$ cat src/rtl/ifmap_spad_pkg.sv
// Shared types and constants for the ifmap scratchpad sequencer.
// Widths, FSM state encoding and config legality check.
package ifmap_spad_pkg;

    localparam int DATA_W   = 8;
    localparam int DEPTH    = 64;
    localparam int ADDR_W   = 6;
    localparam int LEN_W    = 7;
    localparam int FILT_W   = 5;
    localparam int MAX_FILT = 16;

    typedef enum logic [1:0] {
        IDLE,
        LOAD,
        COMP,
        FIN
    } state_e;

    // A job is illegal if the row is empty or oversized, the filter is
    // empty or oversized, or the filter is wider than the row.
    function automatic logic cfg_illegal(
        input logic [LEN_W-1:0]  len,
        input logic [FILT_W-1:0] filt
    );
        return (len == '0)
            || (len > LEN_W'(DEPTH))
            || (filt == '0)
            || (filt > FILT_W'(MAX_FILT))
            || (LEN_W'(filt) > len);
    endfunction

endpackage

$ cat src/rtl/ifmap_win_agen.sv
// Sliding-window address generator: base/tap counters and tap flags.
// Advances one tap per fire; wraps tap and bumps base at window end.
module ifmap_win_agen
    import ifmap_spad_pkg::*;
(
    input  logic              clk,
    input  logic              rst,
    input  logic              clr_i,
    input  logic              fire_i,
    input  logic [LEN_W-1:0]  len_i,
    input  logic [FILT_W-1:0] filt_i,
    output logic [ADDR_W-1:0] addr_o,
    output logic              first_o,
    output logic              last_o,
    output logic              final_o
);

    logic [ADDR_W-1:0] base_q, base_d;
    logic [FILT_W-1:0] tap_q, tap_d;

    assign addr_o  = base_q + ADDR_W'(tap_q);
    assign first_o = (tap_q == '0);
    assign last_o  = (tap_q == filt_i - FILT_W'(1));
    assign final_o = last_o
                  && (LEN_W'(base_q) == len_i - LEN_W'(filt_i));

    // Next tap/base: hold on stall, wrap tap at end of each window.
    always_comb begin
        base_d = base_q;
        tap_d  = tap_q;
        if (clr_i) begin
            base_d = '0;
            tap_d  = '0;
        end else if (fire_i) begin
            if (last_o) begin
                tap_d  = '0;
                base_d = base_q + ADDR_W'(1);
            end else begin
                tap_d = tap_q + FILT_W'(1);
            end
        end
    end

    // Counter registers with synchronous reset.
    always_ff @(posedge clk) begin
        if (rst) begin
            base_q <= '0;
            tap_q  <= '0;
        end else begin
            base_q <= base_d;
            tap_q  <= tap_d;
        end
    end

endmodule

$ cat src/rtl/ifmap_spad_ctrl.sv
// Ifmap scratchpad sequencer: loads one row, then replays it as
// stride-1 windows of width S to the MAC over valid/ready.
module ifmap_spad_ctrl
    import ifmap_spad_pkg::*;
(
    input  logic              clk,
    input  logic              rst,
    input  logic              start,
    input  logic [LEN_W-1:0]  cfg_len,
    input  logic [FILT_W-1:0] cfg_filt,
    input  logic              in_valid,
    output logic              in_ready,
    input  logic [DATA_W-1:0] in_data,
    output logic              spad_w_en,
    output logic [ADDR_W-1:0] spad_w_addr,
    output logic [DATA_W-1:0] spad_w_data,
    output logic              spad_r_en,
    output logic [ADDR_W-1:0] spad_r_addr,
    output logic              mac_valid,
    input  logic              mac_ready,
    output logic              mac_first,
    output logic              mac_last,
    output logic              busy,
    output logic              done,
    output logic              err
);

    state_e            state_q;
    logic [LEN_W-1:0]  len_q;
    logic [FILT_W-1:0] filt_q;
    logic [ADDR_W-1:0] wcnt_q;
    logic              err_q;

    logic              in_comp;
    logic              accept;
    logic              fire;
    logic              ag_first;
    logic              ag_last;
    logic              ag_final;
    logic [ADDR_W-1:0] ag_addr;

    assign in_comp     = (state_q == COMP);
    assign accept      = (state_q == IDLE) && start;
    assign fire        = in_comp && mac_ready;

    assign in_ready    = (state_q == LOAD);
    assign spad_w_en   = in_ready && in_valid;
    assign spad_w_addr = wcnt_q;
    assign spad_w_data = in_data;

    assign spad_r_en   = in_comp;
    assign spad_r_addr = ag_addr;
    assign mac_valid   = in_comp;
    assign mac_first   = in_comp && ag_first;
    assign mac_last    = in_comp && ag_last;

    assign busy        = (state_q != IDLE);
    assign done        = (state_q == FIN);
    assign err         = (state_q == FIN) && err_q;

    ifmap_win_agen u_agen (
        .clk     (clk),
        .rst     (rst),
        .clr_i   (accept),
        .fire_i  (fire),
        .len_i   (len_q),
        .filt_i  (filt_q),
        .addr_o  (ag_addr),
        .first_o (ag_first),
        .last_o  (ag_last),
        .final_o (ag_final)
    );

    // Job FSM: config latch, load counter and phase sequencing.
    always_ff @(posedge clk) begin
        if (rst) begin
            state_q <= IDLE;
            len_q   <= '0;
            filt_q  <= '0;
            wcnt_q  <= '0;
            err_q   <= 1'b0;
        end else begin
            unique case (state_q)
                IDLE: begin
                    if (start) begin
                        len_q  <= cfg_len;
                        filt_q <= cfg_filt;
                        wcnt_q <= '0;
                        err_q  <= cfg_illegal(cfg_len, cfg_filt);
                        state_q <= cfg_illegal(cfg_len, cfg_filt)
                                 ? FIN : LOAD;
                    end
                end
                LOAD: begin
                    if (in_valid) begin
                        wcnt_q <= wcnt_q + ADDR_W'(1);
                        if (LEN_W'(wcnt_q) == len_q - LEN_W'(1))
                            state_q <= COMP;
                    end
                end
                COMP: begin
                    if (mac_ready && ag_final)
                        state_q <= FIN;
                end
                FIN: begin
                    err_q   <= 1'b0;
                    state_q <= IDLE;
                end
                default: state_q <= IDLE;
            endcase
        end
    end

endmodule

$ cat config.mk
export PLATFORM = sky130hd
export DESIGN_NAME = ifmap_spad_ctrl
export DESIGN_NICKNAME = d
export VERILOG_FILES = /design/src/rtl/ifmap_spad_pkg.sv /design/src/rtl/ifmap_win_agen.sv /design/src/rtl/ifmap_spad_ctrl.sv
export SDC_FILE = /design/constraint.sdc
export NUM_CORES = 1
export LEC_CHECK = 0
export CAP_MARGIN = 30
export CORE_UTILIZATION = 40
export DETAILED_ROUTE_END_ITERATION = 16
export HOLD_SLACK_MARGIN = 0.06
export PLACE_DENSITY = 0.68
export SYNTH_ARGS = -nofsm -noshare
export SYNTH_HDL_FRONTEND = slang
export SYNTH_SLANG_ARGS = --single-unit
export TNS_END_PERCENT = 50
$ cat constraint.sdc
create_clock -name clk -period 2.42 [get_ports clk]
set_input_delay 0.605 -clock clk [delete_from_list [all_inputs] [get_ports clk]]
set_output_delay 0.605 -clock clk [all_outputs]
set_load 0.02 [all_outputs]
==> flow_summary.toml <==
[setup_path]
path_class = "reg2reg"
worst_setup_path_end_kind = "flip-flop"
r2r-end = "state_q[0]"
path_cells = "inv_2, ha_4, fa_2, nand2b_4, a21oi_4, xnor2_2, a2111oi_2, a41o_1, o311ai_4, a221oi_2"
cp_slowest_cell = "fa_2"
start_kind = "flip-flop"
path_max_fanout = 2
r2r_start = "len_q[0]"
worst-endpoint-arrival_ns = 2.60
critPathMaxStageDelay_ns = 0.38
rr_worst_depth = 10
rrSetupSlack_ns = 0.03
required_ns = 2.63

[floorplanning]
die_w_um = 81.9
core-area_um2 = 6030
die_h_um = 81.9
dieArea_um2 = 6700
start_util_pct = 42.4
io_pins = 54
rows = 28

[synthesis]
syn_avg_cell_area_um2 = 7.83
synthDominantCellAreaShare_pct = 25.1
synth_edf_count = 0
synthesis.nets = 378
synth.ff_latch_count = 32
yosysTopAreaCell = "dfxtp_1"
synth_area_um2 = 2550
synth_ff_type = "dfxtp_1"
synthTopCellsByArea = "dfxtp_1, ha_1, nand2_1"
netlist-cell-type-count = 51
synth_warnings = 0
synthArstFlopShare_pct = 0
seq_area_frac_synth_pct = 25.1
synth_cells = 326

[finish]
layout-drive-gt1-share_pct = 24.8
final_cell_count_no_fill = 474
final_net_count = 450
area_growth_pct = 37.6
n_antenna_cell = 0

[timing]
finalCriticalPeriod_ns = 2.39
post-route-period-util_pct = 98.9
rsz0062_at_grt = "true"
final_max_slew_viol_count = 0
max-slew-margin-rel_pct = 74.0
worst_pin_slew_ns = 0.391
setup_viol = 0
holdWs_ns = 0.473
max_freq_ghz = 0.418
final_hold_viol_count = 0
fin_skew_ns = 0.00859

[power]
leakage_nw = 1.56
ir_drop_mv = 0.285
power.density_nw_per_um2 = 687

[min_path]
hp-class = "reg2reg"
min_to = "filt_q[1]"
hold_depth = 2
min-delay-start = "filt_q[1]"

[clock_tree]
clk_path_buf_depth = 2
clock_latency_ns = 0.29
clk_pin_slew_ns = 0.07
h-tree-depth = 2
root_buffer = "clkbuf_8"
cts_buffers = 5
cts_tree = "yes"
cts_num_sinks = 32
postCtsHoldBufs = 0

[global_routing]
grt_pass1_wl_um = 9980
track_usage_pct = 19.3
grt_max_degree = 20
grt-ovfl-total = 0
antenna_found_initial = 0
grt_pass1_vias = 2267

[detailed_routing]
drt-vias-per-instance = 5.07
vias = 2404
drc = 0
detail-route-antenna-nets = 0
firstDrtPassIters = 4
wirelength_um = 6190
drtIter0Drc = 92
wl_per_cell_um = 13.1

[place]
gp_congestion = 0.783
numPortBuffers = 37
dpl.cell_count = 465
dpl.hpwl_um = 4730

[status]
status = "completed"

[flow_run]
maxCapViolCount = 0
## how the worst max path moves through the flow
| stage | start | end | slack (ns) | cells past startpoint |
|---|---|---|---|---|
| 6_report | len_q[0] | state_q[0] | 0.03 | 10 |
| 5_1_grt | len_q[0] | state_q[0] | -0.11 | 10 |
| 4_1_cts | filt_q[1] | state_q[0] | -0.08 | 9 |
| 3_5_place_dp | cfg_len[3] | state_q[1] | -0.29 | 10 |
| 3_3_place_gp | cfg_len[3] | state_q[1] | -0.21 | 10 |
| 2_1_floorplan | len_q[0] | state_q[0] | 0.008 | 9 |
## metal layers
layer | part of all wire (%) | GRT usage, % | up-vias
met4 | 1.4 | 7.89 | 0
met2 | 49 | 32.7 | 55
met1 | 46 | 24.5 | 1094
met3 | 3.4 | 2.33 | 13
met5 | 0 | 0 | -
li1 | - | - | 1242
## cell usage after synthesis, drive strengths merged (2+ instances only)
cell type / number
buf: 13
inv: 25
nor2b: 3
o21ai: 10
nor4: 2
nand3: 9
a21oi: 28
dfxtp: 32
nand2b: 6
a211oi: 2
o21a: 2
nand4: 6
a21o: 3
xor2: 17
ha: 25
clkbuf: 6
or4: 2
nand3b: 2
and2: 6
nor2: 28
nand2: 44
mux2i: 4
or3: 5
a31o: 3
fa: 2
xnor2: 18
o21bai: 2
nor3: 8
## layout make-up
type	instances	area (µm²)
multi-input combinational	250	1830
tap	75	93.8
timing repair buffer	84	736
clock inverter	2	35.0
sequential	32	651
fill	550	2510
clock buffer	6	72.6
inverter	25	93.8
## state kept, by name, summed over array words and instances, names as in the netlist
signal and flops:
len_q 7, spad_w_addr 6, u_agen.base_q 6, filt_q 5, u_agen.tap_q 5, state_q 2
err_q 1
## power breakdown
group          switching, mW  total [mW]  internal, mW
sequential            0.0682       0.656         0.587
combinational          0.651        1.25         0.604
clock                  0.197       0.502         0.305
## metrics by stage
stage	TNS, ns	setup slack [ns]	utilization [%]	cell area (µm²)	power, mW
final	0	0.0259	58.3	3510	2.41
after global routing	-0.200	-0.111	58.3	3510	2.59
after CTS	-0.136	-0.0771	55.6	3350	2.33
after detailed placement	-1.30	-0.289	53.9	3250	1.82
after global placement	-1.05	-0.209	53.9	3250	1.80
after floorplan	0	0.00802	-	2560	1.49
## cell usage in the layout (no fill, tap or decap), types with 3 or more instances in the layout
master           synthesis  routed
nand3_1                  9       9
ha_1                    25      19
buf_4                    9      48
dfxtp_2                  0       5
nor3_2                   2       3
ha_4                     0       5
dfxtp_1                 32      26
clkdlybuf4s50_1          0      21
o21ai_0                  7       6
xnor2_1                 18      16
nor3_1                   6       5
dlymetal6s2s_1           0       8
xor2_1                  17      17
inv_2                    1       6
and2_1                   6       6
dlygate4sd2_1            0       3
nor2b_1                  3       3
nand2_1                 44      44
o21ai_1                  3       4
mux2i_1                  4       4
a21o_1                   3       3
or3_1                    5       5
a21oi_1                 27      22
inv_1                   24      19
a21oi_2                  1       5
clkbuf_8                 0       5
nand4_1                  6       6
nor2_1                  28      28
nand2b_1                 5       4
## logic make-up after synthesis
kind of cell	share of synthesized area, %
muxes	1.57
AOI/OAI and AO/OA	16.0
xor gates and xnor gates	12.0
adders and majority gates	13.8
DFF	25.1
and+or+nand+nor	23.0
buffers and inverters	8.43
## critical path: cells and delay by family (launching register included)
kind | cells | cell delay [ns]
AOI/OAI and AO/OA | 5 | 1.13
adders and majority gates | 2 | 0.54
DFF | 1 | 0.33
and+or+nand+nor | 1 | 0.16
xor gates and xnor gates | 1 | 0.08
buffers and inverters | 1 | 0.06
## what timing repair did
action                                  in CTS  in global routing
pin swaps                                    1                 21
endpoints found under the hold margin        0                  0
setup buffers                                0                  1
gates cloned                                 0                  0
resized for setup                           29                 38
endpoints found under the setup margin      10                 11
(Power assumes the default switching activity.)
